<file path="src/rtl/alu_muldiv_sequencer.sv">
// rtl/alu_muldiv_sequencer.sv - shift-add multiply / restoring divide sequencer over the shared MICRO-1 ALU
package micro1_pkg;
  localparam int MICRO1_MACHINE_WORD = 16;

  typedef enum logic [2:0] {
    ALU_NOP = 3'd0,
    ALU_ADD = 3'd1,
    ALU_SUB = 3'd2,
    ALU_AND = 3'd3,
    ALU_OR  = 3'd4,
    ALU_XOR = 3'd5,
    ALU_SHL = 3'd6,
    ALU_SHR = 3'd7
  } alu_operation_t;
endpackage

module alu_muldiv_sequencer
  import micro1_pkg::*;
#(
  parameter int WIDTH = MICRO1_MACHINE_WORD
) (
  input  logic                 clk,
  input  logic                 rst,
  input  logic                 req_valid,
  output logic                 req_ready,
  input  logic                 req_op,
  input  logic [WIDTH-1:0]     req_a,
  input  logic [WIDTH-1:0]     req_b,
  output logic                 resp_valid,
  input  logic                 resp_ready,
  output logic [WIDTH-1:0]     resp_hi,
  output logic [WIDTH-1:0]     resp_lo,
  output logic                 resp_dbz,
  output alu_operation_t       alu_operation,
  output logic [WIDTH-1:0]     alu_left,
  output logic [WIDTH-1:0]     alu_right,
  output logic                 alu_cin,
  input  logic [WIDTH-1:0]     alu_result,
  input  logic                 alu_cout
);

  localparam int CW = $clog2(WIDTH) + 1;

  typedef enum logic [1:0] {
    IDLE = 2'd0,
    RUN  = 2'd1,
    DONE = 2'd2
  } state_t;

  state_t           state_q, state_d;
  logic [CW-1:0]    cnt_q, cnt_d;
  logic             op_q, op_d;
  logic             dbz_q, dbz_d;
  logic [WIDTH-1:0] acc_hi_q, acc_hi_d;
  logic [WIDTH-1:0] acc_lo_q, acc_lo_d;
  logic [WIDTH-1:0] m_q, m_d;
  logic [WIDTH-1:0] resp_hi_q, resp_hi_d;
  logic [WIDTH-1:0] resp_lo_q, resp_lo_d;
  logic             resp_dbz_q, resp_dbz_d;

  logic             stepping;
  logic [WIDTH-1:0] div_s;

  // acc_hi/acc_lo hold P for MUL and R/Q for DIV; m holds M or D.
  assign stepping = (state_q == RUN) && (cnt_q < CW'(WIDTH));
  assign div_s    = {acc_hi_q[WIDTH-2:0], acc_lo_q[WIDTH-1]};

  assign req_ready  = (state_q == IDLE);
  assign resp_valid = (state_q == DONE);
  assign resp_hi    = resp_hi_q;
  assign resp_lo    = resp_lo_q;
  assign resp_dbz   = resp_dbz_q;

  always_comb begin
    alu_operation = ALU_NOP;
    alu_left      = '0;
    alu_right     = '0;
    alu_cin       = 1'b0;
    if (stepping) begin
      if (op_q) begin
        alu_operation = ALU_SUB;
        alu_left      = div_s;
        alu_right     = m_q;
      end else begin
        alu_operation = ALU_ADD;
        alu_left      = acc_hi_q;
        alu_right     = acc_lo_q[0] ? m_q : '0;
      end
    end
  end

  always_comb begin
    state_d    = state_q;
    cnt_d      = cnt_q;
    op_d       = op_q;
    dbz_d      = dbz_q;
    acc_hi_d   = acc_hi_q;
    acc_lo_d   = acc_lo_q;
    m_d        = m_q;
    resp_hi_d  = resp_hi_q;
    resp_lo_d  = resp_lo_q;
    resp_dbz_d = resp_dbz_q;
    case (state_q)
      IDLE: begin
        if (req_valid) begin
          state_d  = RUN;
          cnt_d    = '0;
          op_d     = req_op;
          dbz_d    = req_op && (req_b == '0);
          acc_hi_d = '0;
          acc_lo_d = req_op ? req_a : req_b;
          m_d      = req_op ? req_b : req_a;
        end
      end
      RUN: begin
        // One settling cycle after the last step latches the results.
        if (!stepping) begin
          state_d    = DONE;
          resp_hi_d  = acc_hi_q;
          resp_lo_d  = acc_lo_q;
          resp_dbz_d = dbz_q;
        end else begin
          cnt_d = cnt_q + 1'b1;
          if (op_q) begin
            if (!alu_cout) begin
              acc_hi_d = alu_result;
              acc_lo_d = {acc_lo_q[WIDTH-2:0], 1'b1};
            end else begin
              acc_hi_d = div_s;
              acc_lo_d = {acc_lo_q[WIDTH-2:0], 1'b0};
            end
          end else begin
            acc_hi_d = {alu_cout, alu_result[WIDTH-1:1]};
            acc_lo_d = {alu_result[0], acc_lo_q[WIDTH-1:1]};
          end
        end
      end
      DONE: begin
        if (resp_ready) state_d = IDLE;
      end
      default: state_d = IDLE;
    endcase
  end

  always_ff @(posedge clk or negedge rst) begin
    if (!rst) begin
      state_q    <= IDLE;
      cnt_q      <= '0;
      op_q       <= 1'b0;
      dbz_q      <= 1'b0;
      acc_hi_q   <= '0;
      acc_lo_q   <= '0;
      m_q        <= '0;
      resp_hi_q  <= '0;
      resp_lo_q  <= '0;
      resp_dbz_q <= 1'b0;
    end else begin
      state_q    <= state_d;
      cnt_q      <= cnt_d;
      op_q       <= op_d;
      dbz_q      <= dbz_d;
      acc_hi_q   <= acc_hi_d;
      acc_lo_q   <= acc_lo_d;
      m_q        <= m_d;
      resp_hi_q  <= resp_hi_d;
      resp_lo_q  <= resp_lo_d;
      resp_dbz_q <= resp_dbz_d;
    end
  end

endmodule
</file>
<file path="config.mk">
export PLATFORM = sky130hd
export DESIGN_NAME = alu_muldiv_sequencer
export DESIGN_NICKNAME = d
export VERILOG_FILES = /design/src/rtl/alu_muldiv_sequencer.sv
export SDC_FILE = /design/constraint.sdc
export NUM_CORES = 1
export LEC_CHECK = 0
export CAP_MARGIN = 5
export CORE_AREA = 5 5 145 147
export CTS_CLUSTER_DIAMETER = 60
export DETAILED_ROUTE_END_ITERATION = 8
export DIE_AREA = 0 0 150 152
export DONT_BUFFER_PORTS = 1
export GPL_TIMING_DRIVEN = 1
export PLACE_DENSITY = 0.42
export SYNTH_ARGS = -nofsm -noshare
export SYNTH_HDL_FRONTEND = slang
export SYNTH_SLANG_ARGS = --single-unit
</file>
<file path="constraint.sdc">
create_clock -name clk -period 1.9 [get_ports clk]
set_input_delay 0 -clock clk [delete_from_list [all_inputs] [get_ports clk]]
set_output_delay 0 -clock clk [all_outputs]
set_load 0.05 [all_outputs]
</file>
==> out/results.txt <==
RePlAce Congestion - 0.7719
GRT Overall Usage - 12.73%
WL/cell - 18.66 um
Clk slew on worst S/H paths - 0.07 ns
Netlist cell types - 39
CP required - 1.90 ns
Setup slack, reg-to-reg - 0.14 ns
TritonCTS clock tree - built
CP endpoint kind - output port
Yosys warns - 0
Seq/Total Area, Yosys - 46.67%
Commonest cells after routing, fill and taps aside - mux2i_1 (90), dfrtp_1 (86), dlygate4sd3_1 (57)
Crit path max-delay cell type - or3b_4
TritonRoute pass-1 iters - 4
DIE AREA - 22800 um^2
Avg Inst Size Synth - 11.30 um^2
Global route overflow - 0
Max-Cap Viols - 0
Yosys top cell by area - dfrtp_1
Yosys top cell area share - 46.67%
GRT busiest layer - met2
Initial Utilization - 24.40%
Delay-heaviest family, CP - simple AND/OR/NAND/NOR gates
Clock Tree Buf Depth - 2
Hold Vio Cnt, Final - 90
Worst-Margin Slew - 1.137 ns
PortBufs - 0
Area Growth Syn to Fin - 34.79%
Max-slew violation count - 0
Final-report setup violation count - 0
Met3 Resource Use GR - 4.438%
Largest net degree at the start of global routing - 91
Slowest Stage Delay on Critical Path - 0.45 ns
Slew headroom - 23.93%
HP Class - primary input to asynchronous set/reset pin
Synth top area cells - dfrtp_1 (47%), mux2i_1 (19%), mux2_2 (9.6%)
# DRC - 0
Die height - 152 um
Drt via density - 4.571
Fmax - 551.2 MHz
Clock skew - 0.009490 ns
H-tree depth - 3
Dpl cell area - 5557 um^2
Final critical-path share of the clock period - 95.48%
CTS root buf - clkbuf_16
Met2 Track Usage GR - 19.66%
Via count - 3588
Fin area - 6505 um^2
Status - finished, violations left
Die Span X - 150 um
Hpwl dp - 9692 um
FP Rows - 52
Crit-path cells - or3b_4, nor2_4, buf_12, and2_1, buf_12
Final nets - 566
Startpoint Class - flip-flop
Layout cells sized above 1 - 23.69%
ANT cells - 0
Starting DRT DRC Count - 130
Crit path kind - flip-flop to output port
Met1 usage - 17.09%
Fin Hold WS - -0.6558 ns
Mapped Cells - 427
Crit path DAT - 1.81 ns
Boundary Pins - 125
Clk sinks - 90
WL final - 14650 um
CTS buffer count - 9
CP max FO - 16
Failing checks - negative hold slack
Antenna Violating Nets Remaining - 0
First-pass GRT wire length - 22570 um
Period minus WS final - 1.814 ns
Worst Path Buf+Inv - 2
Synth Register Bits - 90
Post-Syn Area - 4826 um^2
Area of the core - 19780 um^2
Worst-Skew Late Latency - 0.34 ns
Vias in the first global route - 3785
CTS Hold Bufs - 57
RSZ-0062 raised after global routing - false
Most common cell after layout, fill and taps aside - mux2i_1
Setup TNS - 0 ns
Top cell by count, worst path - buf_12
Initial antenna violation count - 0
==> cells by family (layout without fill, tap and decap cells) <==
group | Yosys count | in the layout | synth area share (%)
DFF | 90 | 90 | 46.67
and+or+nand+nor | 100 | 100 | 10.58
buffers and inverters | 36 | 123 | 4.148
other | 1 | 2 | 0.07771
adders and majority gates | 1 | 1 | 0.2592
AOI/OAI and AO/OA | 61 | 61 | 7.856
muxes | 138 | 138 | 30.41
==> through the flow <==
step                setup WS, ns  hold WS [ns]  utilization (%)  std cells
floorplan                0.04604       -0.2956                -        428
global placement          0.2094       -0.2927            28.09        710
detailed placement        0.1657       -0.2929            28.09        710
CTS                      0.01363       -0.6749            32.78        783
global route             0.01395       -0.6758            32.89        785
finish                   0.08585       -0.6558            32.89        785
==> repair_timing <==
action | CTS | global route
hold endpoints to repair | 129 | 90
setup buffers | 1 | 2
pin swaps | 2 | 1
endpoints found under the setup margin | 33 | 27
gates resized for setup | 6 | 3
==> synthesized netlist by cell type <==
cell	count
a211o_1	1
a211oi_1	1
a21oi_1	18
a22o_1	16
a31oi_1	1
and2_1	17
buf_12	1
buf_2	15
buf_4	5
buf_6	1
clkbuf_1	9
clkbuf_2	1
conb_1	1
dfrtp_1	90
ha_1	1
inv_1	3
inv_4	1
mux2_2	41
mux2_4	7
mux2i_1	90
nand2_1	23
nand2b_1	1
nand3_1	4
nand4_1	1
nand4b_1	1
nor2_1	35
nor2_4	2
nor2b_1	4
nor3_1	2
nor3b_2	1
nor3b_4	1
nor4_1	3
o21ai_0	22
o311ai_0	1
o31ai_1	1
or2b_1	1
or3_1	2
or3b_1	1
or3b_2	1
==> sequential cells by signal, indices dropped and copies added, names as in the netlist <==
signal / flops
acc_hi_q: 16
acc_lo_q: 16
m_q: 16
resp_lo: 16
state_q: 2
cnt_q: 5
resp_hi: 16
resp_dbz: 1
dbz_q: 1
op_q: 1
==> metal layers <==
layer	routed length (um)	up-vias	part of all wire, %
met4	140	0	0.96
met1	6635	1783	45
met5	0	-	0
li1	-	1680	-
met3	1256	9	8.6
met2	6617	116	45
==> area by class of cell <==
class	instances	area (um^2)
clock buffer	10	239.0
clock inverter	5	78.83
fill	2092	13270
inverter	4	17.52
multi-input combinational	302	2382
sequential	90	2257
tap	270	337.8
timing repair buffer	104	1192
==> worst register-to-register path: stages, from the launching register on <==
cell	delay [ns]
dfrtp_2	0.43
buf_12	0.18
a21oi_1	0.22
a31oi_1	0.05
dlygate4sd3_1	0.58
a22o_1	0.18
==> path summary, 6_finish.rpt <==
check | start | to | depth (start not counted)
max | state_q[1]$_DFFE_PN0P_ | alu_right[2] | 5
min | rst | resp_lo[2]$_DFFE_PN0P_ | 0
max reg2reg | op_q$_DFFE_PN0P_ | acc_hi_q[15]$_DFFE_PN0P_ | 5
min reg2reg | m_q[8]$_DFFE_PN0P_ | m_q[8]$_DFFE_PN0P_ | 2
max in group asynchronous | rst | state_q[0]$_DFFE_PN0P_ | 0
min in group clk | req_a[11] | acc_lo_q[11]$_DFFE_PN0P_ | 3
Power is not shown: default switching activity piles up to over one toggle a cycle in this logic, so the estimate is an artifact.
